`src/rtl/hex_print_sched.sv`:
```
// ---------------------------------------------------------------------------
// hex_print_sched
//
// Shares the single write port of the 64-cell OLED character buffer between
// NREQ requesters. Each requester asks to print a 32-bit value as upper-case
// hex ASCII starting at a chosen cell. Requests are granted round-robin and
// serialised into one buffer write per cycle, most significant digit first.
//
// Ports:
//   clk      - system clock
//   rst      - synchronous reset, active-high
//   req      - per-channel request level, held until ack
//   val      - channel i value at [32i+31:32i]
//   base     - channel i start cell at [ADDR_W*i+ADDR_W-1:ADDR_W*i]
//   stall    - hold-off; no grant in IDLE, no write in WRITE while high
//   ack      - one-cycle one-hot grant pulse (first WRITE cycle)
//   busy     - high while a request is being written
//   we       - buffer write enable
//   wr_addr  - buffer write address (wraps modulo 2^ADDR_W)
//   wr_data  - ASCII character to write
//
// Every output is a flop. The decision taken at a clock edge (from the inputs
// sampled at that edge) appears on the outputs in the following cycle, so
// there is no combinational path from any input to any output.
// ---------------------------------------------------------------------------
module hex_print_sched #(
    parameter int NREQ   = 4,
    parameter int DIGITS = 8,
    parameter int ADDR_W = 6
) (
    input  logic                     clk,
    input  logic                     rst,
    input  logic [NREQ-1:0]          req,
    input  logic [NREQ*32-1:0]       val,
    input  logic [NREQ*ADDR_W-1:0]   base,
    input  logic                     stall,
    output logic [NREQ-1:0]          ack,
    output logic                     busy,
    output logic                     we,
    output logic [ADDR_W-1:0]        wr_addr,
    output logic [7:0]               wr_data
);

    localparam int CNT_W = (DIGITS > 1) ? $clog2(DIGITS) : 1;
    localparam int GNT_W = (NREQ > 1) ? $clog2(NREQ) : 1;
    localparam logic [CNT_W-1:0] LAST_CNT = CNT_W'(DIGITS - 1);

    typedef enum logic {
        IDLE  = 1'b0,
        WRITE = 1'b1
    } state_t;

    state_t              state_q, state_d;
    logic [CNT_W-1:0]    cnt_q, cnt_d;
    logic [GNT_W-1:0]    last_grant_q, last_grant_d;
    logic [31:0]         val_q, val_d;
    logic [ADDR_W-1:0]   base_q, base_d;
    logic [NREQ-1:0]     ack_q, ack_d;
    logic                busy_q, busy_d;
    logic                we_q, we_d;
    logic [ADDR_W-1:0]   wr_addr_q, wr_addr_d;
    logic [7:0]          wr_data_q, wr_data_d;

    logic                found;
    logic [GNT_W-1:0]    cand;
    logic [GNT_W-1:0]    winner;
    logic [31:0]         win_val;
    logic [ADDR_W-1:0]   win_base;

    // ASCII of nibble 'pos' of v: 0-9 -> '0'-'9', 10-15 -> 'A'-'F'.
    function automatic logic [7:0] hex_ascii(input logic [31:0] v,
                                             input int unsigned pos);
        logic [3:0] nib;
        nib = 4'(v >> (4 * pos));
        if (nib < 4'd10) begin
            return 8'h30 + {4'h0, nib};
        end
        return 8'h37 + {4'h0, nib};
    endfunction

    // Round-robin search: start just after the last winner and take the
    // first requesting channel. Also selects that channel's value and base
    // so the first digit can be presented right after the grant edge.
    always_comb begin
        found    = 1'b0;
        cand     = '0;
        winner   = '0;
        win_val  = '0;
        win_base = '0;
        for (int i = 1; i <= NREQ; i++) begin
            cand = GNT_W'((int'(last_grant_q) + i) % NREQ);
            if (!found && req[cand]) begin
                found  = 1'b1;
                winner = cand;
            end
        end
        for (int i = 0; i < NREQ; i++) begin
            if (winner == GNT_W'(i)) begin
                win_val  = val[32*i +: 32];
                win_base = base[ADDR_W*i +: ADDR_W];
            end
        end
    end

    // Next-state and next-output computation. cnt always names the digit
    // currently on wr_addr/wr_data; we_q says whether it is being written
    // this cycle. A stall presents the next digit with we low, so the
    // address already points at the pending cell while the write is held.
    always_comb begin
        state_d      = state_q;
        cnt_d        = cnt_q;
        last_grant_d = last_grant_q;
        val_d        = val_q;
        base_d       = base_q;
        ack_d        = '0;
        we_d         = 1'b0;
        wr_addr_d    = wr_addr_q;
        wr_data_d    = wr_data_q;

        case (state_q)
            IDLE: begin
                if (found && !stall) begin
                    state_d      = WRITE;
                    cnt_d        = '0;
                    last_grant_d = winner;
                    val_d        = win_val;
                    base_d       = win_base;
                    ack_d        = NREQ'(1) << winner;
                    we_d         = 1'b1;
                    wr_addr_d    = win_base;
                    wr_data_d    = hex_ascii(win_val, DIGITS - 1);
                end
            end
            WRITE: begin
                if (we_q) begin
                    if (cnt_q == LAST_CNT) begin
                        state_d = IDLE;
                        cnt_d   = '0;
                    end else begin
                        cnt_d     = cnt_q + CNT_W'(1);
                        we_d      = !stall;
                        wr_addr_d = base_q + ADDR_W'(cnt_q) + ADDR_W'(1);
                        wr_data_d = hex_ascii(val_q, DIGITS - 2 - int'(cnt_q));
                    end
                end else begin
                    // Stalled digit: resume writing it once stall drops.
                    we_d = !stall;
                end
            end
            default: begin
                state_d = IDLE;
            end
        endcase

        busy_d = (state_d == WRITE);
    end

    // All state and outputs in one register bank. Reset aborts any print in
    // progress and makes channel 0 the highest priority again.
    always_ff @(posedge clk) begin
        if (rst) begin
            state_q      <= IDLE;
            cnt_q        <= '0;
            last_grant_q <= GNT_W'(NREQ - 1);
            val_q        <= '0;
            base_q       <= '0;
            ack_q        <= '0;
            busy_q       <= 1'b0;
            we_q         <= 1'b0;
            wr_addr_q    <= '0;
            wr_data_q    <= '0;
        end else begin
            state_q      <= state_d;
            cnt_q        <= cnt_d;
            last_grant_q <= last_grant_d;
            val_q        <= val_d;
            base_q       <= base_d;
            ack_q        <= ack_d;
            busy_q       <= busy_d;
            we_q         <= we_d;
            wr_addr_q    <= wr_addr_d;
            wr_data_q    <= wr_data_d;
        end
    end

    assign ack     = ack_q;
    assign busy    = busy_q;
    assign we      = we_q;
    assign wr_addr = wr_addr_q;
    assign wr_data = wr_data_q;

endmodule
```
`config.mk`:
```
export PLATFORM = sky130hd
export DESIGN_NAME = hex_print_sched
export DESIGN_NICKNAME = d
export VERILOG_FILES = /design/src/rtl/hex_print_sched.sv
export SDC_FILE = /design/constraint.sdc
export NUM_CORES = 1
export LEC_CHECK = 0
export BUFFER_PORTS_ARGS = -buffer_cell sky130_fd_sc_hd__buf_2
export CAP_MARGIN = 20
export CORE_ASPECT_RATIO = 1.4
export CORE_MARGIN = 4
export CORE_UTILIZATION = 40
export CTS_CLUSTER_SIZE = 16
export DETAILED_ROUTE_END_ITERATION = 8
export GPL_TIMING_DRIVEN = 0
export PLACE_DENSITY_LB_ADDON = 0.1
export SLEW_MARGIN = 20
export SYNTH_ARGS = -nofsm -noshare
export SYNTH_HDL_FRONTEND = slang
export SYNTH_SLANG_ARGS = --single-unit
```
`constraint.sdc`:
```
create_clock -name clk -period 3.05 [get_ports clk]
set_input_delay 0.305 -clock clk [delete_from_list [all_inputs] [get_ports clk]]
set_output_delay 0.305 -clock clk [all_outputs]
set_load 0.02 [all_outputs]
```
# ---- Word level (Yosys, flattened, before mapping)
# Cells that the tools add are included.
dict set report totals {
  ff_bits 63
  latchBits 0
  ram_bits 0
  mem_bits_ro 0
  out_inout_bits 20
  mem_count 0
}
dict set report classes {
  add_sub_neg 12
  mul 0
  div_mod_pow 0
  order_cmp 6
  n_eq_ne 7
  shift 2
  n_mux 54
  bitwise 2
  reduce_logical 13
}
# op n
set ops {}
lappend ops {{2-to-1 mux 32 bit} 4}
lappend ops {{2-to-1 mux 8 bit} 7}
lappend ops {{2-to-1 mux 6 bit} 7}
lappend ops {{>> shifter 32 x 32 -> 4 bit} 1}
lappend ops {{adder 6 x 4 -> 7 bit, first input constant} 4}
lappend ops {{2-to-1 mux 1 bit} 20}
lappend ops {{one-hot mux 8 bit (2 select lines)} 1}
lappend ops {{less-than comparator 2 x 3 -> 1 bit, second input constant} 4}
lappend ops {{one-hot mux 6 bit (2 select lines)} 1}
lappend ops {{2-to-1 mux 3 bit} 3}
lappend ops {{binary-select mux 1 bit (select 2 bit)} 4}
lappend ops {{less-than comparator 4 bit, second input constant} 2}
lappend ops {{2-to-1 mux 2 bit} 4}
lappend ops {{adder 6 x 1 -> 6 bit, second input constant} 1}
lappend ops {{adder 6 x 3 -> 6 bit} 1}
lappend ops {{one-hot mux 3 bit (2 select lines)} 1}
lappend ops {{adder 2 x 1 -> 2 bit, second input constant} 2}
lappend ops {{adder 2 bit, second input constant} 2}
lappend ops {{equality test 2 bit, second input constant} 2}
lappend ops {{logical AND 1 bit} 4}
lappend ops {{zero test 1 bit} 4}
lappend ops {{!= test 2 bit, second input constant} 2}
lappend ops {{one-hot mux 1 bit (2 select lines)} 2}
lappend ops {{AND reduction 2 bit} 2}
lappend ops {{10 further kinds} 11}

# ---- Logic depth before layout (Yosys ltp)
# Gate-level depths: netlist of run 1.
dict set report depth {
  word_depth 25
  mapped_depth 13
}

# ---- Worst setup path after synthesis of run 1
# No wires, ideal clock.
dict set report synth_path {
  path_kind {register -> register}
  startpoint {register last_grant_q[0]}
  endpoint {register wr_data_q[2], in the netlist wr_data[2]}
  setup_ns 0.092
  arrival_time_ns 2.546
  t_required_ns 2.958
  slack_ns 0.412
  path_stages_with_launch 13
  synth_period_minus_slack_ns 2.638
  cell_sequence {dfxtp_1 > or2b_2 > a21boi_2 > or3_1 > buf_2 > mux4_2 > inv_1 > ha_1 > nand3_1 > o21ai_0 > o21ai_0 > a32o_1 > o32ai_1}
}
dict set report synth_between {
  elab_chain_cells 25
  elab_cells_between_ends 47
  classes_between {6 x add/sub; 1 x order compare; 4 x eq/ne; 27 x mux; 9 x reduce/logical}
}
# element line
set synth_rtl {}
lappend synth_rtl {{from (decl)} 55} ;# logic [GNT_W-1:0] last_grant_q, last_grant_d;
lappend synth_rtl {{from (signal assigned)} 164} ;# last_grant_q <= GNT_W'(NREQ - 1);
lappend synth_rtl {{from (signal assigned)} 175} ;# last_grant_q <= last_grant_d;
lappend synth_rtl {{adder 2 x 1 -> 2 bit} 91} ;# cand = GNT_W'((int'(last_grant_q) + i) % NREQ);
lappend synth_rtl {{binary-select mux 1 bit (select 2 bit)} 92} ;# if (!found && req[cand]) begin
lappend synth_rtl {{2-to-1 mux 1 bit (not written as such)} 92}
lappend synth_rtl {{2-to-1 mux 1 bit} 92}
lappend synth_rtl {{zero test 1 bit} 92}
lappend synth_rtl {{logical AND 1 bit} 92}
lappend synth_rtl {{2-to-1 mux 1 bit} 92}
lappend synth_rtl {{zero test 1 bit} 92}
lappend synth_rtl {{[6 not listed]} n/a}
lappend synth_rtl {{2-to-1 mux 32 bit (4 in a row)} 98} ;# if (winner == GNT_W'(i)) begin
lappend synth_rtl {{less-than comparator 4 bit} 75} ;# if (nib < 4'd10) begin
lappend synth_rtl {{2-to-1 mux 1 bit} 75}
lappend synth_rtl {{2-to-1 mux 1 bit} 122} ;# if (found && !stall) begin
lappend synth_rtl {{2-to-1 mux 1 bit} 120} ;# case (state_q)
lappend synth_rtl {{2-to-1 mux 8 bit} 78} ;# return 8'h37 + {4'h0, nib};
lappend synth_rtl {{2-to-1 mux 8 bit} 122}
lappend synth_rtl {{one-hot mux 8 bit (2 select lines)} 120}
lappend synth_rtl {{to (signal assigned)} 182} ;# wr_data_q <= wr_data_d;
lappend synth_rtl {{to (decl)} 62} ;# logic [7:0] wr_data_q, wr_data_d;
# Parallel ways exist; a longest one is shown, timed or not. The select of a mux whose other input is x is not followed.
# A chain may end at the register's enable or synchronous reset.

# ---- Final worst setup path of run 1
# Ends and elaborated chain as after synthesis.

==> flow_metrics.py, run 1 <==
metrics = {
    "drt": {
        "routed_wl_mm": 12.91,
        "via_per_inst": 5.113,
        "first_pass_iters": 4,
        "drt-wirelength-per-cell_um": 14.20,
        "drt_iter0_markers": 253,
        "ant_nets": 0,
        "drc_errors": 0,
        "via_count": 4648,
    },
    "power_and_ir_drop": {
        "leakagePower_nw": 2.504,
        "swShare_pct": 32.45,
        "p_seq_share_pct": 34.4,
        "p_comb_share_pct": 32.2,
        "vdd_ir_drop_max_v": 0.0002188,
        "power_density_nw_per_um2": 500.5,
        "p_int_w": 0.001852,
        "clkPwrFrac_pct": 33.4,
        "power.switching_w": 0.0008896,
        "total_power_w": 0.002742,
    },
    "global_route": {
        "grt_max_degree": 11,
        "antenna_found_initial": 0,
        "grt_pass1_wl_mm": 20.66,
        "grt.total_usage_pct": 21.30,
        "overflow": 0,
        "grt_pass1_vias": 4583,
    },
    "sta": {
        "worstMarginPinSlew_ns": 0.6764,
        "rsz0062_at_grt": "false",
        "finalWorstPathRequiredPeriod_ns": 2.924,
        "timing.fmax_mhz": 342.0,
        "finalHoldViolCount": 0,
        "slew_headroom_pct": 54.66,
        "setup_violations": 0,
        "min_period_over_period_pct": 95.86,
        "clock_skew_ns": 0.009548,
        "slew_viol_final": 0,
    },
    "place": {
        "place_area_um2": 5181,
        "gp_congestion": 0.8139,
        "hpwl_mm": 10.36,
        "io_buffer_count": 176,
    },
    "yosys": {
        "synth_area_um2": 4131,
        "synth_edf_count": 0,
        "synth_area_leaders": "dfxtp_1 30%, nand2_1 16%, nand3_1 12%",
        "syn-instance-count": 583,
        "synth.avg_cell_area_um2": 7.087,
        "ys_ff_latch": 62,
        "synth.top_cell.area_share_pct": 30.04,
        "synth-main-ff-cell": "dfxtp_1",
        "synth-async-reset-ratio_pct": 0,
        "synth_cell_types": 53,
        "seq_area_frac_synth_pct": 30.04,
        "synth_largest_area_cell": "dfxtp_1",
        "synth_nets": 750,
        "yosysWarnings": 0,
    },
    "worst_setup_path": {
        "critPathRequiredTime_ns": 3.29,
        "setup.worst_path.end_class": "flop",
        "r2r-end": "wr_data[2]$_SDFFE_PP0P_",
        "reg2reg_slack_ns": 0.13,
        "criticalPathCategory": "reg2reg",
        "worst_setup_path_start_kind": "flop",
        "crit_fanout": 5,
        "r2r_start": "last_grant_q[0]$_SDFFE_PP1P_",
        "arrival_ns": 3.17,
        "r2r_cells": 12,
    },
    "job": {
        "drv_cap": 0,
    },
    "floorplanning": {
        "start_util_pct": 41.29,
        "fp.dieH_um": 128.3,
        "coreArea_um2": 10010,
        "die_area_um2": 12040,
        "io_pins": 179,
        "rows": 43,
        "die_x_um": 93.90,
    },
    "cells_and_area": {
        "multi_input_area_um2": 2698,
        "final.fill_count": 1046,
        "n_antenna_cell": 0,
        "drive_above_1_share_pct": 29.33,
        "final_nets": 937,
        "stdcell_area_um2": 5478,
        "synthToLayoutAreaGrowth_pct": 32.59,
        "layout_commonest_cell": "buf_2",
        "register_area_um2": 1241,
        "final_cell_mix": "183 x buf_2, 173 x nand2_1, 98 x nand3_1",
    },
    "clock_network": {
        "clock_tree.buffer_depth": 2,
        "cts_tree": "done",
        "cts_sinks": 62,
        "cts_buffers": 9,
        "clk_latency_ns": 0.33,
        "hold_buffers": 0,
        "cts_root_buf": "clkbuf_16",
        "clk_pin_slew_worst_paths_ns": 0.05,
        "htreeDepth": 3,
    },
    "hold_path": {
        "hp-start": "stall",
        "whs_endpoint": "we$_SDFF_PP0_",
        "hold_path.class": "in2reg",
        "hold_path_depth": 2,
    },
    "outcome": {
        "status": "finished clean",
    },
}
## power groups by stage
stage / Clock (W) / Combinational, W / Sequential (W)
CTS: 0.000932 / 0.000878 / 0.000942
floorplan: 0 / 0.000562 / 0.000976
detailed placement: 0 / 0.000873 / 0.000957
finish: 0.000917 / 0.000883 / 0.000942
global route: 0.000971 / 0.000987 / 0.000951
global placement: 0 / 0.000857 / 0.000954
## registers in the layout (all words and copies together), names as in the netlist
signal / count
val_q: 32
wr_data: 7
base_q: 6
wr_addr: 6
ack: 4
cnt_q: 3
last_grant_q: 2
busy: 1
we: 1
## worst max path at each step
| stage | start | endpoint | slack, ns | depth (start not counted) |
|---|---|---|---|---|
| after global routing | last_grant_q[0]$_SDFFE_PP1P_ | wr_data[2]$_SDFFE_PP0P_ | 0.01 | 12 |
| after CTS | last_grant_q[0]$_SDFFE_PP1P_ | wr_data[2]$_SDFFE_PP0P_ | 0.04 | 10 |
| after detailed placement | req[3] | wr_data[2]$_SDFFE_PP0P_ | -0.03 | 11 |
| final | last_grant_q[0]$_SDFFE_PP1P_ | wr_data[2]$_SDFFE_PP0P_ | 0.13 | 12 |
| after floorplan | last_grant_q[0]$_SDFFE_PP1P_ | wr_data[2]$_SDFFE_PP0P_ | 0.41 | 12 |
| after global placement | req[3] | wr_data[2]$_SDFFE_PP0P_ | -0.03 | 11 |
## routing by layer
metal / GRT usage (%) / share of wire (%) / vias up
met1: 25.00 / 41 / 2090
met5: 0 / 0 / -
met4: 6.378 / 1.3 / 0
met3: 3.758 / 5.7 / 11
li1: - / - / 2400
met2: 38.90 / 52 / 147
## repair_timing
item                                    CTS  global route
gates resized for setup                   0             5
setup buffers                             0             1
endpoints found under the setup margin    0             2
## Yosys cell counts, drive strengths merged, types with 6 or more instances
library cell and number:
nand3 98, ha 7, mux2 10, o21ai 7
clkbuf 34, nand2 173, a21oi 47, mux2i 19
nor2 23, nand2b 7, inv 6, buf 12
dfxtp 62, mux4 9
## layout make-up
| type | count | area share (%) |
|---|---|---|
| clock inverter | 1 | 0.09137 |
| timing repair buffer | 177 | 16.22 |
| buffer | 45 | 3.472 |
| sequential | 62 | 22.66 |
| inverter | 6 | 0.4111 |
| multi-input combinational | 469 | 49.25 |
| clock buffer | 14 | 4.820 |
| tap | 135 | 3.084 |
## worst max-delay path, stage by stage, from the launching register on
cell and delay (ns):
dfxtp_1 0.33, or2b_2 0.35, a21boi_2 0.17, or3_1 0.13, buf_2 0.16, mux4_2 0.56
inv_1 0.10, ha_2 0.22, nand3_1 0.08, o21ai_0 0.15, o21ai_0 0.12, a32o_1 0.23
o32ai_1 0.25
## through the flow
stage	hold WS, ns	util, %	setup WS [ns]	setup TNS (ns)	instances
4_1_cts	0.1610	54.46	0.04467	0	909
2_1_floorplan	0.3766	-	0.4122	0	583
3_5_place_dp	0.4464	51.78	-0.02634	-0.02634	894
3_3_place_gp	0.4411	51.78	-0.02953	-0.02953	894
5_1_grt	0.1626	54.74	0.01014	0	909
6_report	0.1603	54.74	0.1261	0	909
## cell families after synthesis
kind of cell,share of synthesized area (%)
AND/OR/NAND/NOR,34.74
AO/OA/AOI/OAI,13.90
flip-flops,30.04
buffers and inverters,5.118
multiplexers,12.23
adder cells (fa/ha/maj),2.604
XOR/XNOR,1.272
other,0.09077
Power figures use the tool's default switching activity.
==> inputs of run 2 (changes only) <==
RECOVER_POWER = 25   (was default)
==> flow_metrics.py, run 2 (synthesized netlist as in run 1, its figures left out) <==
metrics = {
    "outcome": {
        "status": "finished clean",
    },
    "cells_and_area": {
        "largest_register": "val_q",
        "stdcell_count": 909,
        "multi_input_area_um2": 2698,
        "utilization_pct": 54.50,
        "layout_commonest_cell": "nand2_1",
        "synthToLayoutAreaGrowth_pct": 32.01,
        "final_cell_mix": "173 x nand2_1, 164 x buf_2, 98 x nand3_1",
        "final_nets": 937,
        "drive_above_1_share_pct": 26.87,
        "largest_reg_flops": 32,
        "n_antenna_cell": 0,
        "final.fill_count": 1055,
        "register_area_um2": 1241,
    },
    "floorplanning": {
        "rows": 43,
        "io_pins": 179,
        "die_x_um": 93.90,
        "fp.dieH_um": 128.3,
        "die_area_um2": 12040,
        "start_util_pct": 41.29,
        "coreArea_um2": 10010,
    },
    "worst_setup_path": {
        "crit_fanout": 5,
        "setup.worst_path.end_class": "flop",
        "r2r-end": "wr_data[2]$_SDFFE_PP0P_",
        "cp_num_cells": 12,
        "crit_chain": "or2b_2 > a21boi_2 > or3_1 > buf_2 > mux4_2 > inv_1 > ha_2 > nand3_1 > o21ai_0 > o21ai_0 > a32o_1 > o32ai_1",
        "cp-startpoint": "last_grant_q[0]$_SDFFE_PP1P_",
        "criticalPathCategory": "reg2reg",
        "crit_path_frequent_cell": "o21ai_0",
        "crit_family": "compound AO/OA/AOI/OAI gates",
        "arrival_ns": 3.16,
        "critPathRequiredTime_ns": 3.29,
        "r2r_cells": 12,
        "reg2reg_slack_ns": 0.13,
        "r2r_start": "last_grant_q[0]$_SDFFE_PP1P_",
        "path_buf_inv": 2,
        "slowest_delay_ns": 0.56,
        "critical_path.slowest_cell": "mux4_2",
        "worst_setup_path_start_kind": "flop",
    },
    "drt": {
        "route.met2.wl_mm": 6.657,
        "wl_met1_mm": 5.309,
        "routed_wl_mm": 13.00,
        "drc_errors": 0,
        "ant_nets": 0,
        "via_count": 4705,
        "dr_wl_met3_um": 858,
        "drt-wirelength-per-cell_um": 14.30,
        "first_pass_iters": 5,
        "drt_iter0_markers": 218,
        "via_per_inst": 5.176,
        "highest_layer": "met4",
    },
    "clock_network": {
        "cts_root_buf": "clkbuf_16",
        "cts_sinks": 62,
        "cts_tree": "done",
        "clock_tree.buffer_depth": 2,
        "clk_latency_ns": 0.33,
        "cts_buffers": 9,
        "clk_pin_slew_worst_paths_ns": 0.05,
        "htreeDepth": 3,
    },
    "sta": {
        "finalWorstPathRequiredPeriod_ns": 2.922,
        "clock_skew_ns": 0.005938,
        "finalHoldViolCount": 0,
        "slew_headroom_pct": 55.06,
        "tns_ns": 0,
        "rsz0062_at_grt": "false",
        "worstMarginPinSlew_ns": 0.6704,
        "min_period_over_period_pct": 95.79,
        "setup_ws_ns": 0.1283,
        "timing.fmax_mhz": 342.3,
        "setup_violations": 0,
        "slew_viol_final": 0,
    },
    "global_route": {
        "grt_max_degree": 11,
        "grt_pass1_wl_mm": 20.66,
        "grt_pass1_vias": 4583,
        "overflow": 0,
        "antenna_found_initial": 0,
        "grt.total_usage_pct": 21.30,
    },
    "power_and_ir_drop": {
        "total_power_w": 0.002736,
        "power_density_nw_per_um2": 501.6,
        "leakagePower_nw": 2.429,
        "vdd_ir_drop_max_v": 0.0002154,
    },
    "place": {
        "pre_cts_slack_ns": -0.02634,
        "placed_cells": 894,
        "io_buffer_count": 176,
        "gp_congestion": 0.8139,
        "hpwl_mm": 10.36,
    },
    "hold_path": {
        "hold_path_depth": 2,
        "whs_endpoint": "we$_SDFF_PP0_",
        "hold_path.class": "in2reg",
        "hp-start": "stall",
    },
    "job": {
        "drv_cap": 0,
    },
}
[run 2: what timing repair did]
action | 4_1_cts | 5_1_grt
resized for setup | 0 | 5
setup endpoints to repair | 0 | 2
hold buffers | 0 | 0
setup buffers | 0 | 1
[run 2: cell type report]
type                    instances  area share (%)
clock inverters                 1         0.09176
inverters                       6          0.4129
clock buffers                  14           4.841
repair buffers                177           15.85
multi-input cells             469           49.46
plain buffers                  45           3.487
well taps                     135           3.097
flip-flops and latches         62           22.76
[run 2: worst reg2reg max path: cells and delay by family, from the launching register on]
kind / cells / cell delay, ns
adders and majority gates: 1 / 0.22
AOI/OAI and AO/OA: 5 / 0.92
DFF: 1 / 0.33
and+or+nand+nor: 3 / 0.55
buffers and inverters: 2 / 0.26
muxes: 1 / 0.56
[run 2: metal layers]
| metal | track usage (%) | vias to the layer above |
|---|---|---|
| met5 | 0 | - |
| met4 | 6.378 | 0 |
| met3 | 3.758 | 17 |
| met2 | 38.90 | 191 |
| met1 | 25.00 | 2098 |
| li1 | - | 2399 |
[run 2: worst max path at each step]
stage                                    endpoint  slack [ns]
after floorplan           wr_data[2]$_SDFFE_PP0P_        0.41
after global placement    wr_data[2]$_SDFFE_PP0P_       -0.03
after detailed placement  wr_data[2]$_SDFFE_PP0P_       -0.03
after CTS                 wr_data[2]$_SDFFE_PP0P_        0.04
after global routing      wr_data[2]$_SDFFE_PP0P_        0.01
final                     wr_data[2]$_SDFFE_PP0P_        0.13
[run 2: per-stage QoR]
stage                     hold WS [ns]  instance area (um^2)
after floorplan                 0.3766                  4131
final                           0.1674                  5454
after global placement          0.4411                  5181
after global routing            0.1626                  5454
after CTS                       0.1610                  5450
after detailed placement        0.4464                  5181
[run 2: report_power, final]
part | total, W | internal (W) | switching [W]
registers | 0.000943 | 0.000892 | 0.0000506
clock network | 0.000916 | 0.000587 | 0.000329
logic | 0.000876 | 0.000365 | 0.000511
==> inputs of run 3 (changes only) <==
CELL_PAD_IN_SITES_DETAIL_PLACEMENT = 0   (was default)
CELL_PAD_IN_SITES_GLOBAL_PLACEMENT = 2   (was default)
CORE_UTILIZATION = 25   (was 40)
==> flow_metrics.py, run 3 (synthesized netlist as in run 1, its figures left out) <==
metrics = {
    "place": {
        "placed_cells": 958,
        "gp_congestion": 0.7965,
        "place_area_um2": 5266,
        "hpwl_mm": 12.55,
        "io_buffer_count": 176,
    },
    "sta": {
        "slew_viol_final": 0,
        "clock_skew_ns": 0.008014,
        "whs_ns": 0.1629,
        "finalWorstPathRequiredPeriod_ns": 2.902,
        "slew_headroom_pct": 47.65,
        "rsz0062_at_grt": "false",
        "finalHoldViolCount": 0,
        "min_period_over_period_pct": 95.14,
        "timing.fmax_mhz": 344.6,
        "setup_violations": 0,
        "worstMarginPinSlew_ns": 0.7811,
    },
    "worst_setup_path": {
        "slowest_delay_ns": 0.56,
        "crit_chain": "or2b_2 > a21boi_2 > or3_1 > clkbuf_4 > mux4_2 > inv_1 > ha_2 > nand3_1 > o21ai_1 > o21ai_1 > a32o_1 > o32ai_1",
        "path_buf_inv": 2,
        "crit_fanout": 5,
        "crit_path_frequent_cell": "o21ai_1",
        "worst_setup_path_start_kind": "flop",
        "critPathRequiredTime_ns": 3.29,
        "critical_path.slowest_cell": "mux4_2",
        "criticalPathCategory": "reg2reg",
        "arrival_ns": 3.15,
        "setup.worst_path.end_class": "flop",
        "crit_family": "compound AO/OA/AOI/OAI gates",
    },
    "global_route": {
        "grt.total_usage_pct": 16.21,
        "antenna_found_initial": 0,
        "grt_pass1_vias": 4875,
        "grt_most_used_layer": "met2",
        "grt_max_degree": 12,
        "grt_pass1_wl_mm": 23.92,
        "grt.met1_usage_pct": 19.28,
        "grt_use_met3_pct": 3.374,
        "overflow": 0,
        "use_met2_pct": 28.46,
    },
    "hold_path": {
        "hold_path.class": "in2reg",
    },
    "floorplanning": {
        "io_pins": 179,
        "fp.dieH_um": 160.1,
        "coreArea_um2": 16170,
        "die_area_um2": 18680,
        "die_x_um": 116.6,
        "rows": 55,
        "start_util_pct": 25.55,
    },
    "clock_network": {
        "cts_sinks": 62,
        "cts_buffers": 9,
        "clock_tree.buffer_depth": 2,
        "clk_latency_ns": 0.33,
        "clk_pin_slew_worst_paths_ns": 0.06,
        "htreeDepth": 3,
        "cts_root_buf": "clkbuf_16",
        "hold_buffers": 0,
        "cts_tree": "done",
    },
    "drt": {
        "drt_iter0_markers": 142,
        "via_count": 4671,
        "drc_errors": 0,
        "via_per_inst": 4.791,
        "ant_nets": 0,
        "first_pass_iters": 4,
        "drt-wirelength-per-cell_um": 15.68,
        "routed_wl_mm": 15.29,
    },
    "power_and_ir_drop": {
        "power_density_nw_per_um2": 515.8,
        "vdd_ir_drop_max_v": 0.0003138,
        "leakagePower_nw": 2.446,
    },
    "cells_and_area": {
        "n_antenna_cell": 0,
        "synthToLayoutAreaGrowth_pct": 35.16,
        "final_cell_mix": "173 x nand2_1, 164 x buf_2, 98 x nand3_1",
        "final_nets": 938,
        "largest_register": "val_q",
        "stdcell_count": 975,
        "utilization_pct": 34.53,
        "stdcell_area_um2": 5584,
        "largest_reg_flops": 32,
        "layout_commonest_cell": "nand2_1",
        "drive_above_1_share_pct": 27.45,
    },
    "job": {
        "drv_cap": 0,
    },
    "outcome": {
        "status": "finished clean",
    },
}
==> run 3: changes by cell type in the layout (fill, tap and decap cells not counted), sizes merged <==
cell / change
clkinvlp: +3
clkbuf: -2
bufinv: +1
==> run 3: what timing repair did <==
action / in CTS / in global routing
endpoints found under the hold margin: 0 / 0
setup buffers: 0 / 1
resized for setup: 3 / 7
endpoints found under the setup margin: 2 / 2
==> run 3: final cells by class <==
type	instances	area, um^2
Clock buffer	11	252.7
Clock inverter	5	57.56
Tap cell	199	249.0
Inverter	6	22.52
Buffer	46	197.7
Timing Repair Buffer	177	864.6
Multi-Input combinational cell	469	2699
Fill cell	1820	10590
Sequential cell	62	1241
==> run 3: path summary, 6_finish.rpt <==
kind                                                    from                       to  slack [ns]  depth (start not counted)
worst max-delay path            last_grant_q[0]$_SDFFE_PP1P_  wr_data[2]$_SDFFE_PP0P_        0.15                         12
worst min-delay path                                   stall            we$_SDFF_PP0_        0.16                          2
worst max register to register  last_grant_q[0]$_SDFFE_PP1P_  wr_data[2]$_SDFFE_PP0P_        0.15                         12
worst min register to register        val_q[23]$_SDFFE_PP0P_   val_q[23]$_SDFFE_PP0P_        0.45                          2
==> run 3: metrics by stage <==
stage	setup slack, ns	TNS (ns)	power [W]
3_3_place_gp	-0.1407	-0.6943	0.001860
3_5_place_dp	-0.1692	-0.2269	0.001866
2_1_floorplan	0.4122	0	0.001538
5_1_grt	0.01477	0	0.003068
4_1_cts	0.007855	0	0.002923
6_report	0.1481	0	0.002880
==> run 3: metal layers <==
| layer | wire length [um] | up-vias |
|---|---|---|
| li1 | - | 2407 |
| met1 | 6432 | 2094 |
| met2 | 7567 | 151 |
| met3 | 952 | 19 |
| met4 | 336 | 0 |
| met5 | 0 | - |
==> run 3: report_power, final <==
part / total (W) / internal [W] / switching, W
clock network: 0.00104 / 0.000674 / 0.000369
registers: 0.000942 / 0.000891 / 0.0000507
logic: 0.000895 / 0.000366 / 0.000528
